**config.mk**
```make
export PLATFORM = sky130hd
export DESIGN_NAME = shift_right_seq
export DESIGN_NICKNAME = d
export VERILOG_FILES = /design/src/rtl/shift_right_seq_pkg.sv /design/src/rtl/shift_right_seq_shr1_step.sv /design/src/rtl/shift_right_seq.sv
export SDC_FILE = /design/constraint.sdc
export NUM_CORES = 1
export LEC_CHECK = 0
export ABC_CLOCK_PERIOD_IN_PS = 1500
export CELL_PAD_IN_SITES_DETAIL_PLACEMENT = 1
export CELL_PAD_IN_SITES_GLOBAL_PLACEMENT = 1
export CORE_ASPECT_RATIO = 0.75
export CORE_MARGIN = 2
export CORE_UTILIZATION = 31
export CTS_CLUSTER_SIZE = 12
export DETAILED_ROUTE_END_ITERATION = 10
export HOLD_SLACK_MARGIN = 0.15
export PLACE_DENSITY = 0.86
export SLEW_MARGIN = 20
export SYNTH_ARGS = -nofsm -noshare
export SYNTH_HDL_FRONTEND = slang
export SYNTH_SLANG_ARGS = --single-unit
```
**constraint.sdc**
```tcl
create_clock -name clk -period 1.5 [get_ports clk]
set_clock_uncertainty 0.05 [all_clocks]
set_input_delay 0.15 -clock clk [delete_from_list [all_inputs] [get_ports clk]]
set_output_delay 0.15 -clock clk [all_outputs]
set_load 0.01 [all_outputs]
```
**src/rtl/shift_right_seq_pkg.sv**
```systemverilog
// Shared encodings for the iterative right shifter and the control unit that drives it.
// FSM state codes and the MIPS funct codes that select SRL vs SRA.
package shift_right_seq_pkg;

  typedef enum logic [1:0] {
    ST_IDLE  = 2'd0,
    ST_SHIFT = 2'd1,
    ST_DONE  = 2'd2
  } state_t;

  localparam logic [5:0] FUNCT_SRL = 6'h02;
  localparam logic [5:0] FUNCT_SRA = 6'h03;

  // The control unit drives the shifter's arith input from this decode.
  function automatic logic funct_is_arith(input logic [5:0] funct);
    return (funct == FUNCT_SRA);
  endfunction

endpackage

```
**src/rtl/shift_right_seq_shr1_step.sv**
```systemverilog
// Combinational single-bit right shift with an explicit fill bit for the vacated MSB.
// Zero latency; no handshake, purely combinational.
module shr1_step #(
  parameter int WIDTH = 32
) (
  input  logic [WIDTH-1:0] d,
  input  logic             fill,
  output logic [WIDTH-1:0] q
);

  assign q = (d >> 1) | {fill, {(WIDTH-1){1'b0}}};

endmodule

```
**src/rtl/shift_right_seq.sv**
```systemverilog
// Iterative SRL/SRA: one bit per clock through a single shr1_step stage.
// Latency shamt+1 cycles to the done pulse; start is ignored while busy, nothing is queued.
module shift_right_seq
  import shift_right_seq_pkg::*;
#(
  parameter int WIDTH   = 32,
  parameter int SHAMT_W = 5
) (
  input  logic               clk,
  input  logic               reset,
  input  logic               start,
  input  logic [WIDTH-1:0]   in,
  input  logic [SHAMT_W-1:0] shamt,
  input  logic               arith,
  output logic [WIDTH-1:0]   out,
  output logic               busy,
  output logic               done
);

  localparam logic [SHAMT_W-1:0] ONE = SHAMT_W'(1);

  state_t             state, state_nxt;
  logic [SHAMT_W-1:0] count;
  logic               mode;
  logic               sign;
  logic               fill;
  logic [WIDTH-1:0]   step_q;

  // Fill comes from the sign captured at accept, not from the evolving out MSB.
  assign fill = mode & sign;

  shr1_step #(.WIDTH(WIDTH)) u_step (
    .d    (out),
    .fill (fill),
    .q    (step_q)
  );

  always_ff @(posedge clk) begin
    if (reset) begin
      state <= ST_IDLE;
      out   <= '0;
      count <= '0;
      mode  <= 1'b0;
      sign  <= 1'b0;
    end else begin
      state <= state_nxt;
      case (state)
        ST_IDLE: begin
          if (start) begin
            out   <= in;
            count <= shamt;
            mode  <= arith;
            sign  <= in[WIDTH-1];
          end
        end
        ST_SHIFT: begin
          out   <= step_q;
          count <= count - ONE;
        end
        default: ;
      endcase
    end
  end

  always_comb begin
    state_nxt = state;
    case (state)
      ST_IDLE:  if (start) state_nxt = (shamt == '0) ? ST_DONE : ST_SHIFT;
      ST_SHIFT: if (count == ONE) state_nxt = ST_DONE;
      ST_DONE:  state_nxt = ST_IDLE;
      default:  state_nxt = ST_IDLE;
    endcase
  end

  assign busy = (state != ST_IDLE);
  assign done = (state == ST_DONE);

endmodule

```
### After elaboration in Yosys (flattened, before gate mapping)

Index checks and enable logic that the tools add are counted.

* $add $sub $neg: 1
* $mul: 0
* div/mod/pow operators: 0
* order comparisons: 0
* equality and inequality tests: 5
* shift-type cells: 0
* mux-type cells: 8
* bitwise logic cells: 2
* reduce and logical (&&, ||, !) cells: 7

Operators with widths (number)
* 32-bit case mux with 2 select lines: 1
* 32-bit 2-to-1 mux: 1
* 31-bit by 32-bit bitwise OR with 32-bit output: 1
* 5-bit case mux with 2 select lines: 1
* 2-bit 2-to-1 mux: 3
* 2-bit AND reduction: 3
* 5-bit by 1-bit == test with 1-bit output, second input constant: 1
* 5-bit zero test: 1
* 5-bit 2-to-1 mux: 1
* 5-bit by 1-bit subtractor with 5-bit output, second input constant: 1
* 2-bit inequality test, second input constant: 2
* 2-bit case mux with 2 select lines: 1
* 2-bit nonzero test: 2
* 2-bit by 1-bit == test with 1-bit output, second input constant: 1
* 2-bit == test, second input constant: 1
* 2-bit zero test: 1
* 1-bit AND: 1

* flip-flop bits (word level): 41
* latch bits: 0
* memory bits (writable): 0
* memory bits (read-only): 0
* output and inout port bits: 34
* logic and storage cells: 28
* memories kept: 0

### Longest topological paths before layout

* depth in word-level cells: 4
* gate-level depth with buffers: 6
* gate-level depth less buffers: 5

### Cells and area by module

Synthesis repeated with hierarchy kept, for this count alone.

* cells, all modules: 271
* area, all modules: 2322.2 µm²

Modules (own cells, without submodules)
* shift_right_seq: instances 1, cells each 239, area each 2082.0 µm², sequential area each 820.8 µm²
* shr1_step: instances 1, cells each 32, area each 240.2 µm², sequential area each 0.0 µm²

### Worst setup path after synthesis

No wires, ideal clock.

* path type: register -> register
* start: reg state[1]
* end: reg count[3]
* library setup time: 0.117 ns
* arrival: 1.112 ns
* data required time: 1.333 ns
* setup slack: 0.221 ns
* stages on the path, launching flop included: 6
* buffers on the path: 2
* cells stage by stage: dfxtp_1 buf_4 nand2b_1 buf_4 a22o_1 a32o_1

* cells in the longest elaborated chain, start to end: 3

Ends and longest elaborated chain
* start: declaration: RTL line shift_right_seq.sv:22 `state_t state, state_nxt;`
* start signal: assignment: RTL line shift_right_seq.sv:46 `state <= state_nxt;`
* 2-bit by 1-bit == test with 1-bit output or 2-bit zero test (tied branches): RTL line shift_right_seq.sv:47 `case (state)`
* 2-bit nonzero test (no source line) or 2-bit inequality test (tied branches)
* 2-bit AND reduction (no source line)
* end signal: assignment: RTL line shift_right_seq.sv:51 `count <= shamt;`
* end signal: assignment: RTL line shift_right_seq.sv:58 `count <= count - ONE;`
* end: declaration: RTL line shift_right_seq.sv:23 `logic [SHAMT_W-1:0] count;`

Several ways; a longest one is shown, not always the timed one.
A chain may end at the register's enable or synchronous reset.

### Worst setup path in the final report

* start: reg state[0]
* end: reg out[3]

* cells in the longest elaborated chain, start to end: 3

Ends and longest elaborated chain
* 2-bit by 1-bit == test with 1-bit output or 2-bit zero test (tied branches): RTL line shift_right_seq.sv:47
* 2-bit nonzero test (no source line) or 2-bit inequality test (tied branches)
* 2-bit AND reduction (no source line)
* end signal: assignment: RTL line shift_right_seq.sv:50 `out <= in;`
* end signal: assignment: RTL line shift_right_seq.sv:57 `out <= step_q;`
* end: declaration: RTL line shift_right_seq.sv:15 `output logic [WIDTH-1:0] out,`

Several ways; a longest one is shown, not always the timed one.

==> flow_summary.toml <==
[logic_synthesis]
synth_compound_area_share_pct = 25.1
synth_adder_area_share_pct = 1.27
synthArstFlopShare_pct = 0
muxShareOfSynthArea_pct = 1.01
synth-edff-count = 0
yosysUniqueCellTypes = 39
synth_top_area_share_pct = 41.5
synth_area_per_cell_um2 = 8.38
ys_seq_area_share_pct = 41.5
syn_nets = 279
synthSimpleGateAreaFrac_pct = 23.7
ys.flop_type = "dfxtp_1"
syn_area_um2 = 1980
yosysWarnings = 0
synthXorXnorAreaFrac_pct = 0
syn_inst = 236
yosys.area.top_type = "dfxtp_1"
yosys-top-cells-area = "dfxtp_1, nand2_1, a311oi_1"
synth-seq-cells = 41
synth_top_family_by_area = "compound AO/OA/AOI/OAI gates"

[power_and_ir_drop]
switching_share_pct = 31.8
p_sw_uw = 1010
intPower_uw = 2160
power_frac_seq_pct = 42.4
p_leak_uw = 0.00117
p_clk_share_pct = 23.4
power_density_nw_per_um2 = 1040
p_total_uw = 3170
pwr-share-comb_pct = 34.2
max-vdd-ir-drop_mv = 0.430

[critical_path]
crit_arrival_ps = 1620
crit_required_ps = 1650
rrSetupSlack_ps = 30
crit_path_end_kind = "flip-flop"
crit_type = "reg2reg"
cp_max_fo = 18
startpoint_type = "flip-flop"

[floorplan]
pin_count = 75
std_cell_rows = 25
die_w_um = 96.2
core-area_um2 = 6220
dieArea_um2 = 7040
start_util_pct = 31.8
die_y_um = 73.2

[sta]
rsz0062_at_grt = "true"
clock.fmax_ghz = 0.679
relSlewSlack_pct = 70.0
timing.final.crit_share_pct = 98.1
drv_slew = 0
tightest_slew_ps = 450
setup_tns_ps = 0
period_needed_ps = 1470
hold_violations = 0
setup_viol = 0

[placement]
gp_congestion = 0.853
dpl.hpwl_um = 4600
io_buffers = 74

[drt]
drt-pass1-iter-count = 4
ant_nets = 0
drc_errors = 0
drtIter0Drc = 60
routed_wl_um = 6540
via_count = 2046
routed_via_density = 5.17
wl_per_cell_um = 16.5

[cts]
hold_buffers = 0
cts.reportedPaths.clkPinSlew_ps = 80
cts_max_level = 2
cts_tree = "done"
ctsRootBufferMaster = "clkbuf_8"
clock_path_buffers = 2
numClockSinks = 41
clock_latency_ps = 290
cts_buffers = 5

[cells_and_area]
final_net_count = 358
layout-drive-gt1-share_pct = 17.8
antenna-diode-count = 0
area_growth_pct = 54.2

[global_routing]
grt_max_degree = 28
overflow = 0
grt_use_total_pct = 19.6
grt_pass1_vias = 2137
grt_pass1_wl_um = 10500
grt_antenna_before_repair = 0

[status]
outcome = "finished clean"

[min_path]
min_path_type = "in2reg"

[run]
max_cap_violations = 0
[through the flow]
| step | instance area (µm²) | setup slack (ps) | hold WS (ps) | cells | utilization [%] |
|---|---|---|---|---|---|
| 6_report | 3050 | 28.1 | 234 | 396 | 49.0 |
| 2_1_floorplan | 1980 | 221 | 247 | 236 | - |
| 3_3_place_gp | 2850 | -43.0 | 426 | 388 | 45.7 |
| 5_1_grt | 3050 | -31.7 | 249 | 396 | 49.0 |
| 3_5_place_dp | 2850 | -138 | 445 | 388 | 45.7 |
| 4_1_cts | 2990 | 12.9 | 201 | 396 | 48.0 |
[layer usage]
layer / wire (µm) / GRT usage [%] / up-vias / part of all wire, %
met5: 0 / 0 / - / 0
met4: 74 / 5.71 / 0 / 1.1
met2: 3080 / 32.2 / 48 / 47
met3: 307 / 4.65 / 6 / 4.7
met1: 3070 / 25.6 / 1001 / 47
li1: - / - / 991 / -
[sequential cells by signal (all words and copies together) (netlist names)]
name and flops:
state 2, mode 1, count 5, out 32
sign 1
[power groups by stage]
stage                     Combinational [µW]  Sequential, µW  Clock [µW]
after floorplan                          489            1390           0
after global placement                   969            1360           0
after detailed placement                1010            1370           0
after CTS                               1060            1350         767
after global routing                    1190            1360         817
final                                   1090            1350         742
[Yosys cell counts, types with 2 or more instances]
| library cell | number |
|---|---|
| nand2_1 | 64 |
| dfxtp_1 | 41 |
| nor2_1 | 37 |
| a311oi_1 | 21 |
| a311oi_2 | 10 |
| buf_4 | 8 |
| buf_2 | 7 |
| inv_1 | 5 |
| clkbuf_1 | 4 |
| a21oi_1 | 3 |
| a211oi_1 | 2 |
| ha_1 | 2 |
| mux2i_1 | 2 |
| nor2b_1 | 2 |
| nor3_1 | 2 |
| o21ai_0 | 2 |
| o221a_2 | 2 |
[area by class of cell]
type / instances / area [µm²]
inverters: 5 / 18.8
repair buffers: 93 / 933
flip-flops and latches: 41 / 828
multi-input cells: 169 / 1080
clock buffers: 7 / 86.3
well taps: 81 / 101
fillers: 740 / 3170
[cell usage in the layout, fill, tap and decap left out, types with 3 or more instances in the layout]
cell type,netlist,routed
a311oi_1,21,11
nor2_1,37,37
buf_4,8,14
clkdlybuf4s50_1,0,71
inv_1,5,5
a21oi_1,3,3
nand2_1,64,64
dfxtp_1,41,39
clkbuf_8,0,6
a311oi_2,10,20
[worst paths after layout]
kind,startpoint,to,cells past startpoint
hold / removal,reset,sign,2
hold reg to reg,out[2],out[1],2
setup / recovery,state[0],out[3],4
setup reg to reg,state[0],out[3],4
[worst max-delay path: stages (launching register included)]
cell	delay, ps
dfxtp_4	380
buf_4	160
o21ba_4	260
bufbuf_16	310
a311oi_2	230
[cell families (layout without fill, tap and decap cells)]
family,after synthesis,in the layout
AND/OR/NAND/NOR,114,114
AO/OA/AOI/OAI,51,51
adder cells (fa/ha/maj),2,2
flip-flops,41,41
multiplexers,2,2
buffers and inverters,26,105
[timing repair]
| item | CTS | global route |
|---|---|---|
| gates cloned | 1 | 0 |
| buffers inserted | 0 | 0 |
| pin swaps | 0 | 0 |
| hold endpoints to repair | 0 | 0 |
| gates resized for setup | 9 | 12 |
| setup endpoints to repair | 29 | 16 |
No activity file was read; power rests on OpenSTA's default activity.
